### src/rtl/pipe_hazard_pkg.sv
// rtl/pipe_hazard_pkg.sv - shared types and helpers for the forwarding/hazard scoreboard
package pipe_hazard_pkg;

  // Widest register address the scoreboard entries can hold; narrower REG_AW is zero-extended.
  localparam int RD_W = 8;

  // Register 0 is hard-wired and never produces a hazard or a forward.
  localparam logic [RD_W-1:0] REG_ZERO = '0;

  // One in-flight writer: valid, writes a register, is a load, destination.
  typedef struct packed {
    logic            v;
    logic            we;
    logic            ld;
    logic [RD_W-1:0] rd;
  } inflight_t;

  // Bits needed to encode 0 (regfile) plus stages 1..fwd_stages.
  function automatic int sel_width(input int fwd_stages);
    return (fwd_stages < 1) ? 1 : $clog2(fwd_stages + 1);
  endfunction

endpackage

### src/rtl/hazard_match.sv
// rtl/hazard_match.sv - youngest-writer priority encoder and ready check for one source tag
module hazard_match
  import pipe_hazard_pkg::*;
#(
  parameter int NUM_E    = 3,
  parameter int LO       = 0,
  parameter int HI       = 2,
  parameter int DIST     = 0,
  parameter int LOAD_LAT = 1,
  parameter int IDX_W    = 2
) (
  input  inflight_t        i_e [NUM_E],
  input  logic [RD_W-1:0]  i_tag,
  output logic             o_hit,
  output logic [IDX_W-1:0] o_idx,
  output logic             o_ready
);

  // Scan oldest to youngest so the youngest matching writer is what remains on the outputs;
  // readiness is judged at the stage the entry will occupy DIST cycles from now.
  always_comb begin
    o_hit   = 1'b0;
    o_idx   = '0;
    o_ready = 1'b1;
    for (int j = HI; j >= LO; j--) begin
      if (i_e[j].v && i_e[j].we && (i_e[j].rd == i_tag) && (i_tag != REG_ZERO)) begin
        o_hit   = 1'b1;
        o_idx   = IDX_W'(j);
        o_ready = !i_e[j].ld || ((j + DIST) >= (1 + LOAD_LAT));
      end
    end
  end

endmodule

### src/rtl/pipe_fwd_scoreboard.sv
// rtl/pipe_fwd_scoreboard.sv - forwarding selects and load-use stall; FWD_ID_BRANCH_EN adds ID branch forwarding
module pipe_fwd_scoreboard
  import pipe_hazard_pkg::*;
#(
  parameter int  REG_AW     = 5,
  parameter int  NUM_SRC    = 2,
  parameter int  FWD_STAGES = 2,
  parameter int  LOAD_LAT   = 1,
  localparam int SEL_W      = sel_width(FWD_STAGES)
) (
  input  logic                      clk,
  input  logic                      rst,
  input  logic                      hold,
  input  logic                      flush,
  input  logic                      id_valid,
  input  logic                      id_we,
  input  logic                      id_is_load,
  input  logic [REG_AW-1:0]         id_rd,
  input  logic [NUM_SRC*REG_AW-1:0] id_src,
  output logic                      stall,
  output logic [NUM_SRC*SEL_W-1:0]  fwd_sel
`ifdef FWD_ID_BRANCH_EN
  ,
  input  logic                      id_is_branch,
  output logic [NUM_SRC*SEL_W-1:0]  id_fwd_sel
`endif
);

  // r_e[0] is EX, r_e[k] is EX+k.
  inflight_t          r_e   [0:FWD_STAGES];
  logic [RD_W-1:0]    r_tag [NUM_SRC];
  inflight_t          w_id_entry;
  logic               w_issue;
  logic               w_br_stall;
  logic [NUM_SRC-1:0] w_src_block;
`ifdef FWD_ID_BRANCH_EN
  logic [NUM_SRC-1:0] w_br_block;
`endif

  assign w_issue    = id_valid & ~stall & ~flush;
  assign w_id_entry = '{v: 1'b1, we: id_we, ld: id_is_load, rd: RD_W'(id_rd)};

  // Shift the writer pipeline and capture EX source tags; hold freezes all, flush kills EX in place.
  always_ff @(posedge clk) begin
    if (rst) begin
      for (int j = 0; j <= FWD_STAGES; j++) r_e[j] <= '0;
      for (int i = 0; i < NUM_SRC; i++) r_tag[i] <= '0;
    end else if (hold) begin
      if (flush) begin
        r_e[0] <= '0;
        for (int i = 0; i < NUM_SRC; i++) r_tag[i] <= '0;
      end
    end else begin
      for (int j = 1; j <= FWD_STAGES; j++) r_e[j] <= r_e[j-1];
      r_e[0] <= w_issue ? w_id_entry : '0;
      for (int i = 0; i < NUM_SRC; i++)
        r_tag[i] <= w_issue ? RD_W'(id_src[i*REG_AW +: REG_AW]) : '0;
    end
  end

  genvar g;
  generate
    for (g = 0; g < NUM_SRC; g++) begin : g_src
      logic [RD_W-1:0]  w_id_tag;
      logic             w_ex_hit;
      logic [SEL_W-1:0] w_ex_idx;
      logic             w_unused_ex_rdy;
      logic             w_id_hit;
      logic             w_id_rdy;
      logic [SEL_W-1:0] w_unused_id_idx;

      assign w_id_tag = RD_W'(id_src[g*REG_AW +: REG_AW]);

      // EX forwarding: youngest writer in stages 1..FWD_STAGES, from registered state only.
      hazard_match #(
        .NUM_E(FWD_STAGES + 1), .LO(1), .HI(FWD_STAGES), .DIST(0),
        .LOAD_LAT(LOAD_LAT), .IDX_W(SEL_W)
      ) u_ex (
        .i_e(r_e), .i_tag(r_tag[g]),
        .o_hit(w_ex_hit), .o_idx(w_ex_idx), .o_ready(w_unused_ex_rdy)
      );
      assign fwd_sel[g*SEL_W +: SEL_W] = (r_e[0].v && w_ex_hit) ? w_ex_idx : '0;

      // ID stall: entries one stage short of where the consumer will look from EX.
      hazard_match #(
        .NUM_E(FWD_STAGES + 1), .LO(0), .HI(FWD_STAGES - 1), .DIST(1),
        .LOAD_LAT(LOAD_LAT), .IDX_W(SEL_W)
      ) u_id (
        .i_e(r_e), .i_tag(w_id_tag),
        .o_hit(w_id_hit), .o_idx(w_unused_id_idx), .o_ready(w_id_rdy)
      );
      assign w_src_block[g] = w_id_hit & ~w_id_rdy;

`ifdef FWD_ID_BRANCH_EN
      logic             w_br_hit;
      logic [SEL_W-1:0] w_br_idx;
      logic             w_br_rdy;

      // ID branch compare: a writer still in EX or an unready load cannot be forwarded yet.
      hazard_match #(
        .NUM_E(FWD_STAGES + 1), .LO(0), .HI(FWD_STAGES), .DIST(0),
        .LOAD_LAT(LOAD_LAT), .IDX_W(SEL_W)
      ) u_br (
        .i_e(r_e), .i_tag(w_id_tag),
        .o_hit(w_br_hit), .o_idx(w_br_idx), .o_ready(w_br_rdy)
      );
      assign w_br_block[g] = w_br_hit & ((w_br_idx == '0) | ~w_br_rdy);
      assign id_fwd_sel[g*SEL_W +: SEL_W] = w_br_hit ? w_br_idx : '0;
`endif
    end
  endgenerate

`ifdef FWD_ID_BRANCH_EN
  assign w_br_stall = id_is_branch & (|w_br_block);
`else
  assign w_br_stall = 1'b0;
`endif

  assign stall = id_valid & ~flush & ((|w_src_block) | w_br_stall);

endmodule
### config.mk
export PLATFORM = sky130hd
export DESIGN_NAME = pipe_fwd_scoreboard
export DESIGN_NICKNAME = d
export VERILOG_FILES = /design/src/rtl/pipe_hazard_pkg.sv /design/src/rtl/hazard_match.sv /design/src/rtl/pipe_fwd_scoreboard.sv
export SDC_FILE = /design/constraint.sdc
export NUM_CORES = 1
export LEC_CHECK = 0
export CORE_AREA = 2 2 59 117
export DETAILED_ROUTE_END_ITERATION = 8
export DIE_AREA = 0 0 61 119
export GPL_TIMING_DRIVEN = 0
export HOLD_SLACK_MARGIN = 0.12
export PLACE_DENSITY_LB_ADDON = 0.25
export SLEW_MARGIN = 20
export SYNTH_ARGS = -nofsm -noshare
export SYNTH_HDL_FRONTEND = slang
export SYNTH_SLANG_ARGS = --single-unit
### constraint.sdc
create_clock -name clk -period 2 [get_ports clk]
set_input_delay 0.3 -clock clk [delete_from_list [all_inputs] [get_ports clk]]
set_output_delay 0.3 -clock clk [all_outputs]
set_load 0.03 [all_outputs]
Word level (Yosys, flattened, before mapping)
Memories as Yosys holds them, arrays and structs flattened.
Index checks and enable logic that the tools add are counted.
Operators by class
  equality and inequality tests: 9
  bitwise logic cells: 14
  reduce and logical (&&, ||, !) cells: 27
  muxes and demuxes: 34
Operators by type and width (count)
  $mux W11: 3
  $eq A8 B5 Y1: 4
  $eq A8 B8 Y1: 4
  $reduce_bool A8 Y1: 4
  $mux W5: 6
  $logic_and A1 B1 Y1: 21
  $mux W1: 19
  $mux W2: 6
  $and A1 B1 Y1: 6
  $not A1 Y1: 4
  $or A1 B1 Y1: 4
  $ne A2 B1 Y1 const B: 1
  $reduce_or A2 Y1: 1
  $logic_not A1 Y1: 1
Storage, ports and cells
  word-level logic and storage cells: 95
  bits in writable memories: 10
  register bits after elaboration: 31
  memories kept: 1
Memories
  r_tag: words 2, width 5, read ports 2, clocked after memory_dff 0, write ports 2, line pipe_fwd_scoreboard.sv:31  | logic [RD_W-1:0] r_tag [NUM_SRC];

Depth between registers and ports, before layout
Gate-level depths: netlist of the first run.
  depth after elaboration: 13
  depth in mapped cells: 6

Modules after synthesis
From an unflattened synthesis of the first run, not the netlist that was laid out.
Unflattened totals
  cells, all modules: 248
  area total of the unflattened synthesis: 2417.3 um2
Modules (own cells, without submodules)
  pipe_fwd_scoreboard: times used 1, area an instance 1471.4 um2, seq. area each 780.7 um2, cells an instance 120
  hazard_match (g_src[0].u_id ...): times used 2, area an instance 239.0 um2, seq. area each 0.0 um2, cells an instance 33
  hazard_match (g_src[0].u_ex ...): times used 2, area an instance 234.0 um2, seq. area each 0.0 um2, cells an instance 31

Worst setup path before layout of the first run
Ideal clock, no wire load.
  path type: register to output
  start point: memory r_tag[0][6] (netlist name)
  end point: output fwd_sel[3]
  data required time: 1.700 ns
  arrival: 2.110 ns
  path buffers: 0
  setup slack: -0.410 ns
  stages on the path, launching flop included: 5
  cell sequence: edfxtp_1 > or4_1 > nor2_1 > nor4_1 > nor4_1
RTL lines
  from (decl): line pipe_fwd_scoreboard.sv:31
  to (decl): line pipe_fwd_scoreboard.sv:21  | output logic [NUM_SRC*SEL_W-1:0] fwd_sel

==> impl_metrics.env, run 1 <==
export IMPL_synth_edf_count=10
export IMPL_nets=219
export IMPL_cp_arrival_ps=1860
export IMPL_slew_viol_final=0
export IMPL_finalWorstSetupSlack_ps=-164
export IMPL_cts_num_sinks=32
export IMPL_max_freq_mhz=462
export IMPL_dr_first_iter_drc_count=22
export IMPL_grt_max_degree=11
export IMPL_max_clock_path_buffers=2
export IMPL_die_x_um=61
export IMPL_viasPerCell=4.29
export IMPL_antenna_cells=0
export IMPL_syn_instance_count=148
export IMPL_root_buffer="clkbuf_16"
export IMPL_clock_latency_ps=270
export IMPL_powerDensity_mw_per_mm2=741
export IMPL_hp_class="input pin to register"
export IMPL_synth_avg_cell_area_um2=10.6
export IMPL_antenna_found_initial=0
export IMPL_outcome="complete, but fails checks"
export IMPL_grt_pass1_wl_um=6200
export IMPL_numCtsBuffers=5
export IMPL_wirelength_um=3600
export IMPL_worst_setup_path_end_kind="output port"
export IMPL_total_power_uw=1740
export IMPL_reg2reg_setup_slack_ps=100
export IMPL_synth_cell_type_count=25
export IMPL_top_usage_layer="met2"
export IMPL_seqCellArea_um2=747
export IMPL_worstPathRequired_ps=1700
export IMPL_ios=27
export IMPL_finalSetupViolCount=5
export IMPL_met1_usage=0.125
export IMPL_post_place_ws_ps=-814
export IMPL_synthFlopType="dfxtp_1"
export IMPL_tritoncts="yes"
export IMPL_die_area_mm2=0.00726
export IMPL_cts_hold_buf=0
export IMPL_cts_htree_levels=2
export IMPL_ys_warn_count=0
export IMPL_relSlewSlack=0.468
export IMPL_yosysTopAreaCellShare=0.282
export IMPL_num_rows=42
export IMPL_critPathLaunchType="register"
export IMPL_multi_input_area_um2=927
export IMPL_period_share=1.08
export IMPL_io_buffers=24
export IMPL_overflow=0
export IMPL_hold_depth=2
export IMPL_seq_area_frac_synth=0.474
export IMPL_area_delta_synth_final_pct=50.0
export IMPL_ant_nets=0
export IMPL_drive_gt1_frac=0.268
export IMPL_grt_pass1_vias=1341
export IMPL_min_period_ps=2160
export IMPL_criticalPathCategory="register to output port"
export IMPL_ys_ff_latch=32
export IMPL_p_leak_uw=0.000904
export IMPL_die_height_um=119
export IMPL_gp_congestion=0.776
export IMPL_worstRegToRegCells=7
export IMPL_synth_top_cell_by_area="dfxtp_1"
export IMPL_synth_nets=170
export IMPL_syn_cell_area_mm2=0.00156
export IMPL_vdd_ir_drop_max_uv=519
export IMPL_wire_per_inst_um=12.6
export IMPL_drtPass1Iterations=3
export IMPL_synthArstFlopShare=0
export IMPL_start_util=0.242
export IMPL_yosysMostFrequentCell="xnor2_1"
export IMPL_path_max_fanout=3
export IMPL_core_area_mm2=0.00646
export IMPL_grt_use_total=0.115
export IMPL_violations="negative setup slack"
export IMPL_synthTopCellsByArea="dfxtp_1, edfxtp_1, xnor2_1, mux2i_1, and2_1"
export IMPL_maxCapViolations=0
export IMPL_rsz0062_at_grt="true"
export IMPL_synth_common_cells="xnor2_1, dfxtp_1, nor2_1, mux2i_1, and2_1"
export IMPL_cts_clk_slew_worst_paths_ps=50
export IMPL_post_route_drc_count=0
export IMPL_worst_pin_slew_ps=798
export IMPL_fillers=657
export IMPL_dr_total_vias=1227
export IMPL_clock_skew_ps=3.56
export IMPL_use_met3=0.0250
export IMPL_use_met2=0.196
export IMPL_hold_viol_final=0
[logic make-up after synthesis]
logic type	synth area share
muxes	0.0896
DFF	0.474
buffers and inverters	0.0192
xor gates and xnor gates	0.157
AOI/OAI and AO/OA	0.0592
and+or+nand+nor	0.202
[layout make-up]
| cell class | count | area share |
|---|---|---|
| buffer | 5 | 0.0112 |
| clock buffer | 6 | 0.0549 |
| clock inverter | 2 | 0.0149 |
| inverter | 1 | 0.00160 |
| multi-input combinational | 110 | 0.395 |
| sequential | 32 | 0.318 |
| tap | 88 | 0.0469 |
| timing repair buffer | 42 | 0.157 |
[worst max-delay path: stages (launching register included)]
cell,delay [ps]
edfxtp_1,460
or4_4,560
nor2_4,110
nor4_2,70
nor4_4,200
buf_4,190
[power by group]
group	leakage, uW	internal (uW)	switching (uW)
clock network	0.0000808	584	251
registers	0.000295	686	19.8
logic	0.000528	112	85.9
total	0.000904	1380	357
[timing repair]
action,CTS,global route
endpoints found under the setup margin,14,5
resized for setup,55,2
pin swaps,16,7
cloned,0,0
buffers inserted,15,3
[layout by cell type (no fill, tap or decap), types with 2 or more instances in the layout]
| master | synthesis | routed |
|---|---|---|
| a22o_1 | 7 | 7 |
| and2_1 | 13 | 12 |
| buf_4 | 0 | 19 |
| buf_6 | 1 | 4 |
| clkbuf_1 | 4 | 5 |
| clkbuf_16 | 0 | 5 |
| clkdlybuf4s50_1 | 0 | 16 |
| dfxtp_1 | 22 | 19 |
| dfxtp_2 | 0 | 2 |
| dlygate4sd2_1 | 0 | 3 |
| edfxtp_1 | 10 | 10 |
| mux2i_1 | 14 | 14 |
| nand2_1 | 5 | 4 |
| nand3_1 | 3 | 2 |
| nand4_1 | 4 | 4 |
| nor2_1 | 20 | 17 |
| nor2_4 | 0 | 2 |
| nor4_4 | 0 | 4 |
| or4_4 | 1 | 3 |
| xnor2_1 | 24 | 23 |
| xor2_1 | 4 | 4 |
[final timing paths]
check | to | startpoint
min | r_e[20] | rst
max reg2reg | r_tag[0][2] | r_e[23]
min reg2reg | r_e[30] | r_e[30]
max | fwd_sel[3] | r_tag[0][7]
[metrics by stage]
| stage | instance area, um^2 | util | TNS (ps) | cells | hold slack, ps |
|---|---|---|---|---|---|
| final | 2350 | 0.363 | -495 | 286 | 350 |
| after CTS | 2320 | 0.358 | -550 | 283 | 358 |
| after global placement | 1940 | 0.301 | -12990 | 260 | 466 |
| after global routing | 2350 | 0.363 | -845 | 286 | 391 |
| after floorplan | 1590 | - | 0 | 148 | 426 |
| after detailed placement | 1950 | 0.302 | -7710 | 260 | 471 |
[metal layers]
metal,vias to the layer above,part of all wire
met5,-,0
met4,0,0.032
met3,8,0.037
met2,29,0.54
met1,572,0.39
li1,618,-
[registers in the layout (all words and copies together), names as in the netlist]
register  cells
r_e          22
r_tag        10
Power figures use the tool's default switching activity.
==> run 2: changes to the inputs <==
--- a/config.mk
+++ b/config.mk
@@ -5,12 +5,15 @@
 export SDC_FILE = /design/constraint.sdc
 export NUM_CORES = 1
 export LEC_CHECK = 0
+export CELL_PAD_IN_SITES_DETAIL_PLACEMENT = 0
+export CELL_PAD_IN_SITES_GLOBAL_PLACEMENT = 1
 export CORE_AREA = 2 2 59 117
 export DETAILED_ROUTE_END_ITERATION = 8
 export DIE_AREA = 0 0 61 119
 export GPL_TIMING_DRIVEN = 0
 export HOLD_SLACK_MARGIN = 0.12
 export PLACE_DENSITY_LB_ADDON = 0.25
+export SKIP_LAST_GASP = 1
 export SLEW_MARGIN = 20
 export SYNTH_ARGS = -nofsm -noshare
 export SYNTH_HDL_FRONTEND = slang
==> run 2 against run 1 <==
Compared with the run above:
- total power shrank 4.5%
- the run still ends with negative setup slack left
- largest cell class unchanged
- clock power shrank 10%
- sequential share of layout area is essentially flat
- clock skew grew 2.4 ps
- hold slack lost 3.0 ps
==> impl_metrics.env, run 2 (same netlist as run 1, synthesis figures left out) <==
export IMPL_outcome="complete, but fails checks"
export IMPL_violations="negative setup slack"
export IMPL_p_leak_uw=0.000897
export IMPL_ant_nets=0
export IMPL_numCtsBuffers=5
export IMPL_reg_top3="r_e (22), r_tag (10)"
export IMPL_overflow=0
export IMPL_grt_use_total=0.117
export IMPL_tritoncts="yes"
export IMPL_crit_path_max_incr_delay_ps=560
export IMPL_slowest_stage="or4_4"
export IMPL_criticalPathCategory="register to output port"
export IMPL_drive_gt1_frac=0.279
export IMPL_path_max_fanout=3
export IMPL_hold_worst_slack_ps=347
export IMPL_largest_register="r_e"
export IMPL_cts_htree_levels=2
export IMPL_wirelength_um=3760
export IMPL_cts_num_sinks=32
export IMPL_powerDensity_mw_per_mm2=705
export IMPL_fin_area_mm2=0.00235
export IMPL_post_place_ws_ps=-814
export IMPL_max_clock_path_buffers=2
export IMPL_core_area_mm2=0.00646
export IMPL_post_route_drc_count=0
export IMPL_relSlewSlack=0.440
export IMPL_dr_total_vias=1237
export IMPL_ios=27
export IMPL_hp_class="input pin to register"
export IMPL_cts_clk_slew_worst_paths_ps=50
export IMPL_grt_max_degree=11
export IMPL_cp_arrival_ps=1850
export IMPL_worst_pin_slew_ps=839
export IMPL_wire_per_inst_um=13.2
export IMPL_worst_setup_path_end_kind="output port"
export IMPL_cpMostUsedCell="nor4_4"
export IMPL_dpl_cell_area_mm2=0.00195
export IMPL_grt_pass1_wl_um=6290
export IMPL_io_buffers=24
export IMPL_placed_cells=260
export IMPL_seqCellArea_um2=749
export IMPL_max_freq_mhz=465
export IMPL_nets=218
export IMPL_critPathBufInv=1
export IMPL_critPathLaunchType="register"
export IMPL_maxCapViolations=0
export IMPL_root_buffer="clkbuf_16"
export IMPL_worstPathRequired_ps=1700
export IMPL_area_delta_synth_final_pct=50.5
export IMPL_min_period_ps=2150
export IMPL_clock_skew_ps=5.97
export IMPL_largest_reg_flops=22
export IMPL_die_x_um=61
export IMPL_hold_viol_final=0
export IMPL_place_hpwl_um=2800
export IMPL_viasPerCell=4.34
export IMPL_vdd_ir_drop_max_uv=410
export IMPL_fin_cells=285
export IMPL_crit_chain="or4_4, nor2_4, nor4_4, nor4_4, buf_4"
export IMPL_start_util=0.242
export IMPL_num_rows=42
export IMPL_clock_latency_ps=270
export IMPL_gp_congestion=0.742
export IMPL_fillers=664
export IMPL_layout_commonest_cell="xnor2_1"
export IMPL_grt_pass1_vias=1262
export IMPL_die_area_mm2=0.00726
export IMPL_slew_viol_final=0
export IMPL_multi_input_area_um2=951
export IMPL_antenna_found_initial=0
export IMPL_dr_first_iter_drc_count=25
export IMPL_die_height_um=119
export IMPL_drtPass1Iterations=4
export IMPL_finalWorstSetupSlack_ps=-152
export IMPL_mostFrequentLayoutCells="xnor2_1, dfxtp_1, nor2_1, buf_4, clkdlybuf4s50_1"
export IMPL_rsz0062_at_grt="true"
export IMPL_cp_top_family="simple AND/OR/NAND/NOR gates"
export IMPL_antenna_cells=0
export IMPL_cts_hold_buf=0
export IMPL_period_share=1.08
export IMPL_total_power_uw=1660
export IMPL_finalSetupViolCount=5
run 2: cell type report:
cell class | count | share of cell area
buffer | 5 | 0.0112
sequential | 32 | 0.318
inverter | 1 | 0.00159
timing repair buffer | 41 | 0.155
tap | 88 | 0.0468
multi-input combinational | 110 | 0.404
clock inverter | 2 | 0.00425
clock buffer | 6 | 0.0590
run 2: what timing repair did:
| action | in CTS | in global routing |
|---|---|---|
| pin swaps | 18 | 5 |
| endpoints found under the setup margin | 14 | 8 |
| buffers inserted | 14 | 2 |
| gates cloned | 0 | 1 |
| resized for setup | 59 | 4 |
run 2: worst paths after layout:
| path | from | end | slack (ps) | cells after the start |
|---|---|---|---|---|
| setup reg to reg | r_e[22] | r_tag[0][3] | 10 | 7 |
| hold reg to reg | r_e[10] | r_e[10] | 500 | 2 |
| setup / recovery | r_tag[0][7] | fwd_sel[3] | -150 | 5 |
| hold / removal | rst | r_e[10] | 350 | 2 |
run 2: power breakdown:
part           switching (uW)  internal [uW]
Combinational            88.8            114
Sequential               21.2            685
Clock                     262            489
run 2: stage by stage:
step                      setup TNS, ps   util
after floorplan                       0      -
after global placement           -13500  0.301
after detailed placement          -7880  0.302
after CTS                          -567  0.358
after global routing              -1040  0.364
final                              -482  0.364
run 2: routing by layer:
| metal | up-vias | GRT usage | share of wire |
|---|---|---|---|
| met5 | - | 0 | 0 |
| met4 | 0 | 0.0611 | 0.040 |
| met3 | 10 | 0.0250 | 0.033 |
| met2 | 33 | 0.201 | 0.55 |
| met1 | 577 | 0.127 | 0.37 |
| li1 | 617 | - | - |
==> run 3: changes to the inputs <==
--- a/config.mk
+++ b/config.mk
@@ -8,6 +8,7 @@
 export CELL_PAD_IN_SITES_DETAIL_PLACEMENT = 0
 export CELL_PAD_IN_SITES_GLOBAL_PLACEMENT = 1
 export CORE_AREA = 2 2 59 117
+export CTS_CLUSTER_DIAMETER = 150
 export DETAILED_ROUTE_END_ITERATION = 8
 export DIE_AREA = 0 0 61 119
 export GPL_TIMING_DRIVEN = 0
==> results of run 3 <==
Final layout, timing and power as in run 2 (identical DEF).
